`src/rtl/pc_fetch_unit.sv`:
```
// Program counter and instruction-fetch sequencer for the RV32I core.
// Optional macro FETCH_MISALIGN_TRAP_EN: trap on misaligned targets instead of masking PC[1:0].
//
// state   | meaning
// --------+---------------------------------------------------------------
// S_FETCH | request outstanding at PC, waiting for ImemReady
// S_VALID | Instr held for decode, waiting for an unstalled Retire
// S_TRAP  | misaligned target seen, frozen until rst (macro builds only)
module pc_fetch_unit #(
   parameter logic [31:0] RESET_PC = 32'h0000_0000
) (
   input  logic        clk,
   input  logic        rst,
   input  logic        PCASRC,
   input  logic        PCBSRC,
   input  logic [31:0] Imm,
   input  logic [31:0] RS1,
   input  logic        Retire,
   input  logic        Stall,
   input  logic        ImemReady,
   input  logic [31:0] InstrIn,
   output logic        ImemReq,
   output logic [31:0] ImemAddr,
   output logic [31:0] PC,
   output logic [31:0] PCPlus4,
   output logic [31:0] Instr,
   output logic        InstrValid,
`ifdef FETCH_MISALIGN_TRAP_EN
   output logic        MisalignTrap,
`endif
   output logic [31:0] InstRet
);

   typedef enum logic [1:0] {
      S_FETCH = 2'd0,
      S_VALID = 2'd1
`ifdef FETCH_MISALIGN_TRAP_EN
      ,
      S_TRAP  = 2'd2
`endif
   } state_t;

   state_t      state_q, state_d;
   logic [31:0] pc_q, pc_d;
   logic [31:0] instr_q, instr_d;
   logic [31:0] instret_q, instret_d;
   logic [31:0] next_pc;
   logic        retire_ok;

   // JALR clears bit 0 whenever rs1 is the base, including the unused 4+RS1 combination
   always_comb begin
      next_pc = (PCASRC ? 32'd4 : Imm) + (PCBSRC ? RS1 : pc_q);
      if (PCBSRC) begin
         next_pc[0] = 1'b0;
      end
   end

   assign retire_ok = Retire && !Stall;

   always_comb begin
      state_d   = state_q;
      pc_d      = pc_q;
      instr_d   = instr_q;
      instret_d = instret_q;
      case (state_q)
         S_FETCH: begin
            if (ImemReady) begin
               instr_d = InstrIn;
               state_d = S_VALID;
            end
         end
         S_VALID: begin
            if (retire_ok) begin
               instret_d = instret_q + 32'd1;
`ifdef FETCH_MISALIGN_TRAP_EN
               if (next_pc[1:0] != 2'b00) begin
                  state_d = S_TRAP;
               end else begin
                  pc_d    = next_pc;
                  state_d = S_FETCH;
               end
`else
               pc_d    = next_pc & ~32'h3;
               state_d = S_FETCH;
`endif
            end
         end
`ifdef FETCH_MISALIGN_TRAP_EN
         S_TRAP: begin
            state_d = S_TRAP;
         end
`endif
         default: begin
            state_d = S_FETCH;
         end
      endcase
   end

   always_ff @(posedge clk) begin
      if (rst) begin
         state_q   <= S_FETCH;
         pc_q      <= RESET_PC;
         instr_q   <= 32'd0;
         instret_q <= 32'd0;
      end else begin
         state_q   <= state_d;
         pc_q      <= pc_d;
         instr_q   <= instr_d;
         instret_q <= instret_d;
      end
   end

   assign ImemReq    = (state_q == S_FETCH);
   assign InstrValid = (state_q == S_VALID);
   assign ImemAddr   = pc_q;
   assign PC         = pc_q;
   assign PCPlus4    = pc_q + 32'd4;
   assign Instr      = instr_q;
   assign InstRet    = instret_q;
`ifdef FETCH_MISALIGN_TRAP_EN
   assign MisalignTrap = (state_q == S_TRAP);
`endif

endmodule

```
`config.mk`:
```
export PLATFORM = sky130hd
export DESIGN_NAME = pc_fetch_unit
export DESIGN_NICKNAME = d
export VERILOG_FILES = /design/src/rtl/pc_fetch_unit.sv
export SDC_FILE = /design/constraint.sdc
export NUM_CORES = 1
export LEC_CHECK = 0
export ABC_AREA = 0
export CORE_ASPECT_RATIO = 0.5
export CORE_MARGIN = 4
export CORE_UTILIZATION = 40
export DETAILED_ROUTE_END_ITERATION = 8
export GPL_ROUTABILITY_DRIVEN = 0
export PLACE_DENSITY = 0.75
export SLEW_MARGIN = 20
export SYNTH_ARGS = -nofsm -noshare
export SYNTH_HDL_FRONTEND = slang
export SYNTH_SLANG_ARGS = --single-unit
```
`constraint.sdc`:
```
create_clock -name clk -period 3.32 [get_ports clk]
set_input_delay 0.664 -clock clk [delete_from_list [all_inputs] [get_ports clk]]
set_output_delay 0.664 -clock clk [all_outputs]
set_load 0.005 [all_outputs]
```
* Word level (Yosys, flattened, before mapping) *
Index checks and enable logic that the tools add are counted.

operators by class
  add/sub/neg operators = 3
  equality and inequality tests = 3
  multiplexer cells = 5
  reductions and logical operators = 6

operator list
  cell                                                  count
  2-to-1 mux 32 bit                                     2
  adder 32 x 1 -> 32 bit (second input constant)        1
  adder 32 x 3 -> 32 bit (second input constant)        1
  adder 32 bit                                          1
  AND reduction 2 bit                                   3
  2-to-1 mux 2 bit                                      2
  case mux 2 bit (2 select lines)                       1
  equality test 2 x 1 -> 1 bit (second input constant)  1
  zero test 2 bit                                       1
  != test 2 x 1 -> 1 bit (second input constant)        1
  != test 2 bit (second input constant)                 1
  logical AND 1 bit                                     1
  zero test 1 bit                                       1

storage, ports and cells
  register bits after elaboration = 96
  input bits = 103
  output and inout bits = 162

* Longest topological paths before layout *
  depth after elaboration = 4
  depth in mapped cells = 13

* Worst setup path after synthesis *
OpenSTA, ideal clock, no wires.

  kind = input-to-reg
  start point = input PCBSRC
  end point = register pc_q[25] (netlist: ImemAddr[25])
  library setup time = 117 ps
  arrival = 3,339 ps
  data required time = 3,203 ps
  path slack = -136 ps
  stages = 12
  path buffers = 2
  path through = buf_4 clkbuf_1 mux2_2 ha_1 a21oi_2 o21a_1 nor2_1 a311oi_2 a21oi_2 o21a_1 or3_1 a32o_1

between the ends
  word-level cells in the longest chain between the ends = 2

RTL lines
  what                    line  source
  start: declaration      15    input logic PCBSRC,
  2-to-1 mux 32 bit       52    next_pc = (PCASRC ? 32'd4 : Imm) + (PCBSRC ? RS1 : pc_q);
  adder 32 bit            52
  end signal: assignment  107   pc_q <= pc_d;
  end: declaration        44    logic [31:0] pc_q, pc_d;

Every way passes these cells.
A chain may end at the register's enable or synchronous reset.

* Final worst setup path *
  start point = input PCASRC
  end point = register pc_q[25] (netlist: ImemAddr[25])

between the ends
  word-level cells in the longest chain between the ends = 2

RTL lines
  what                line  source
  start: declaration  14    input logic PCASRC,
  2-to-1 mux 32 bit   52
  adder 32 bit        52

Every way passes these cells.

==> results_dict.tcl <==
set metrics [dict create \
    status "complete, no violations" \
    antenna_found_initial 0 \
    fmax_mhz 312 \
    cts_made_buffers 9 \
    fillers 1319 \
    clockBufferDepth 2 \
    drive_above_1_share_pct 17.2 \
    rsz0062_at_grt "no" \
    slew-limit-headroom_pct 32.1 \
    die_h_um 97.9 \
    r2r-start "ImemAddr[3]" \
    syn_area_per_cell_um2 7.71 \
    hold_viol 0 \
    insertion_delay_ps 340 \
    regArea_um2 1900 \
    drc 0 \
    grt_max_degree 50 \
    placed_cells 1347 \
    required_ps 3550 \
    ys_seq_area_share_pct 29.4 \
    cts.clk_slew.worst_paths_ps 70 \
    rows 32 \
    io_buffers 258 \
    worstSetupEndpoint "ImemAddr[25]" \
    setup.worst_path.start_class "primary input" \
    num_antenna_cells 0 \
    num-nets-final 1290 \
    pin_count 265 \
    rr_worst_depth 12 \
    yosys_most_used_dff "dfxtp_1" \
    multi_input_area_um2 4160 \
    ys_warn_count 0 \
    routed_wl_mm 22.6 \
    cap_viol_max_count 0 \
    yosysMostFrequentCell "nand2_1" \
    cts.sinks 95 \
    ys_top_cells_by_area "dfxtp_1 29%, nand2_1 8.7%, a21oi_1 6.6%" \
    p_leak_nw 4.09 \
    vias 7081 \
    grt_pass1_vias 6991 \
    final.period_utilization_pct 96.7 \
    critPathKind "primary input to flip-flop" \
    grt_usage_pct 23.2 \
    finalSetupViolations 0 \
    arrival_ps 3440 \
    crit_path_end_kind "flip-flop" \
    wl_per_cell_um 16.6 \
    drt_first_pass_iters 5 \
    synth_enable_flop_cells 0 \
    startpoint "PCASRC" \
    ctsRootBufferMaster "clkbuf_16" \
    rrSetupSlack_ps 490 \
    cts_tree "yes" \
    drtIter0Drc 352 \
    tns_ps 0 \
    ir_drop_mv 0.230 \
    grt_pass1_wl_mm 35.7 \
    synth_cell_type_count 57 \
    crit_path_max_fanout 17 \
    yosysTopAreaCellShare_pct 29.4 \
    fin_ws_ps 110 \
    stdcell_count 1364 \
    fp.dieArea_um2 18400 \
    grt_overflow_total 0 \
    fin_util_pct 65.1 \
    dp_hpwl_mm 18.0 \
    worstReg2RegEnd "ImemAddr[29]" \
    core_area_um2 15600 \
    synthesis.instances 839 \
    tightest_slew_ps 1020 \
    postCtsHoldBufs 0 \
    drv_slew 0 \
    final.min_clock_period_ps 3210 \
    hold_path_class "flip-flop to flip-flop" \
    synth_seq_cells 95 \
    synth-async-reset-ratio_pct 0 \
    totalPowerFinal_mw 3.07 \
    synth_top_area_cell "dfxtp_1" \
    fp.dieW_um 188 \
    initial_core_util_pct 41.4 \
    fin_skew_ps 13.9 \
    power.density_nw_per_um2 302 \
    synth_commonest_cells "150 x nand2_1, 95 x dfxtp_1, 85 x a21oi_1, 67 x nor2_1, 44 x xnor2_1" \
    vias_per_cell 5.19 \
    ant_nets 0 \
    synth_area_um2 6470 \
    min_from "Instr[3]" \
    htreeDepth 3 \
    area_growth_pct 57.1 \
    dp_slack_ps -480 \
]
logic make-up after synthesis:
logic type               share of synthesized area (%)
multiplexers                                      5.18
buffers and inverters                             7.60
other                                           0.0580
XOR/XNOR                                          10.8
AO/OA/AOI/OAI                                     15.5
flip-flops                                        29.4
AND/OR/NAND/NOR                                   25.2
adder cells (fa/ha/maj)                           6.19
per-stage QoR:
step	hold slack, ps	cell area, um^2
floorplan	453	6490
global placement	441	9810
detailed placement	446	9810
CTS	456	10100
global route	475	10200
finish	457	10200
cell usage in the layout, fill, tap and decap left out, types with 9 or more instances in the layout:
master / synthesis / final
a21oi_1: 85 / 83
and3_1: 13 / 11
dfxtp_1: 95 / 93
nor2b_1: 32 / 30
inv_1: 14 / 14
nand2_1: 150 / 149
mux2_2: 28 / 28
nand4_1: 27 / 27
xor2_1: 36 / 36
buf_4: 37 / 115
xnor2_1: 44 / 43
o21ai_0: 24 / 23
nand3_1: 25 / 25
clkdlybuf4s50_1: 0 / 255
clkbuf_16: 0 / 9
ha_1: 32 / 29
nor2_1: 67 / 67
state kept, by name (all words and copies together) (netlist names):
| signal | flops |
|---|---|
| InstRet | 32 |
| Instr | 32 |
| ImemAddr | 30 |
| state_q | 1 |
report_power, final:
part	internal [mW]	total, mW	switching [mW]
logic	0.479	0.841	0.361
registers	1.17	1.21	0.0312
clock network	0.521	1.02	0.500
total	2.17	3.07	0.893
worst max-delay path, stage by stage:
cell,delay (ps)
clkdlybuf4s50_1,530
buf_12,170
nor2b_1,60
ha_1,360
a21oi_2,190
o21a_1,190
o41ai_1,100
a311oi_2,310
a21oi_2,110
o21a_1,200
or3_1,310
a32o_1,240
timing repair:
item | CTS | global route
pin swaps | 2 | 6
endpoints found under the hold margin | 0 | 0
setup endpoints to repair | 12 | 17
setup buffers | 1 | 0
resized for setup | 5 | 19
layer usage:
metal / vias to the layer above / track usage [%] / routed length, um
met5: - / 0 / 0
met4: 0 / 7.05 / 637
met3: 48 / 3.04 / 1130
met2: 244 / 41.5 / 11100
met1: 3316 / 29.3 / 9700
li1: 3473 / - / -
worst min-delay path by stage:
stage               cells past startpoint         to  slack [ps]
floorplan                               2   Instr[0]         450
global placement                        2   Instr[6]         440
detailed placement                      2  Instr[19]         450
CTS                                     2  Instr[19]         460
global route                            2  Instr[19]         470
finish                                  2   Instr[3]         460
final cells by class:
class | count | area share, %
multi-input combinational | 658 | 40.9
timing repair buffer | 377 | 34.5
sequential | 95 | 18.7
tap | 204 | 2.51
clock buffer | 10 | 2.25
inverter | 14 | 0.517
clock inverter | 6 | 0.493
Power figures use the tool's default switching activity.
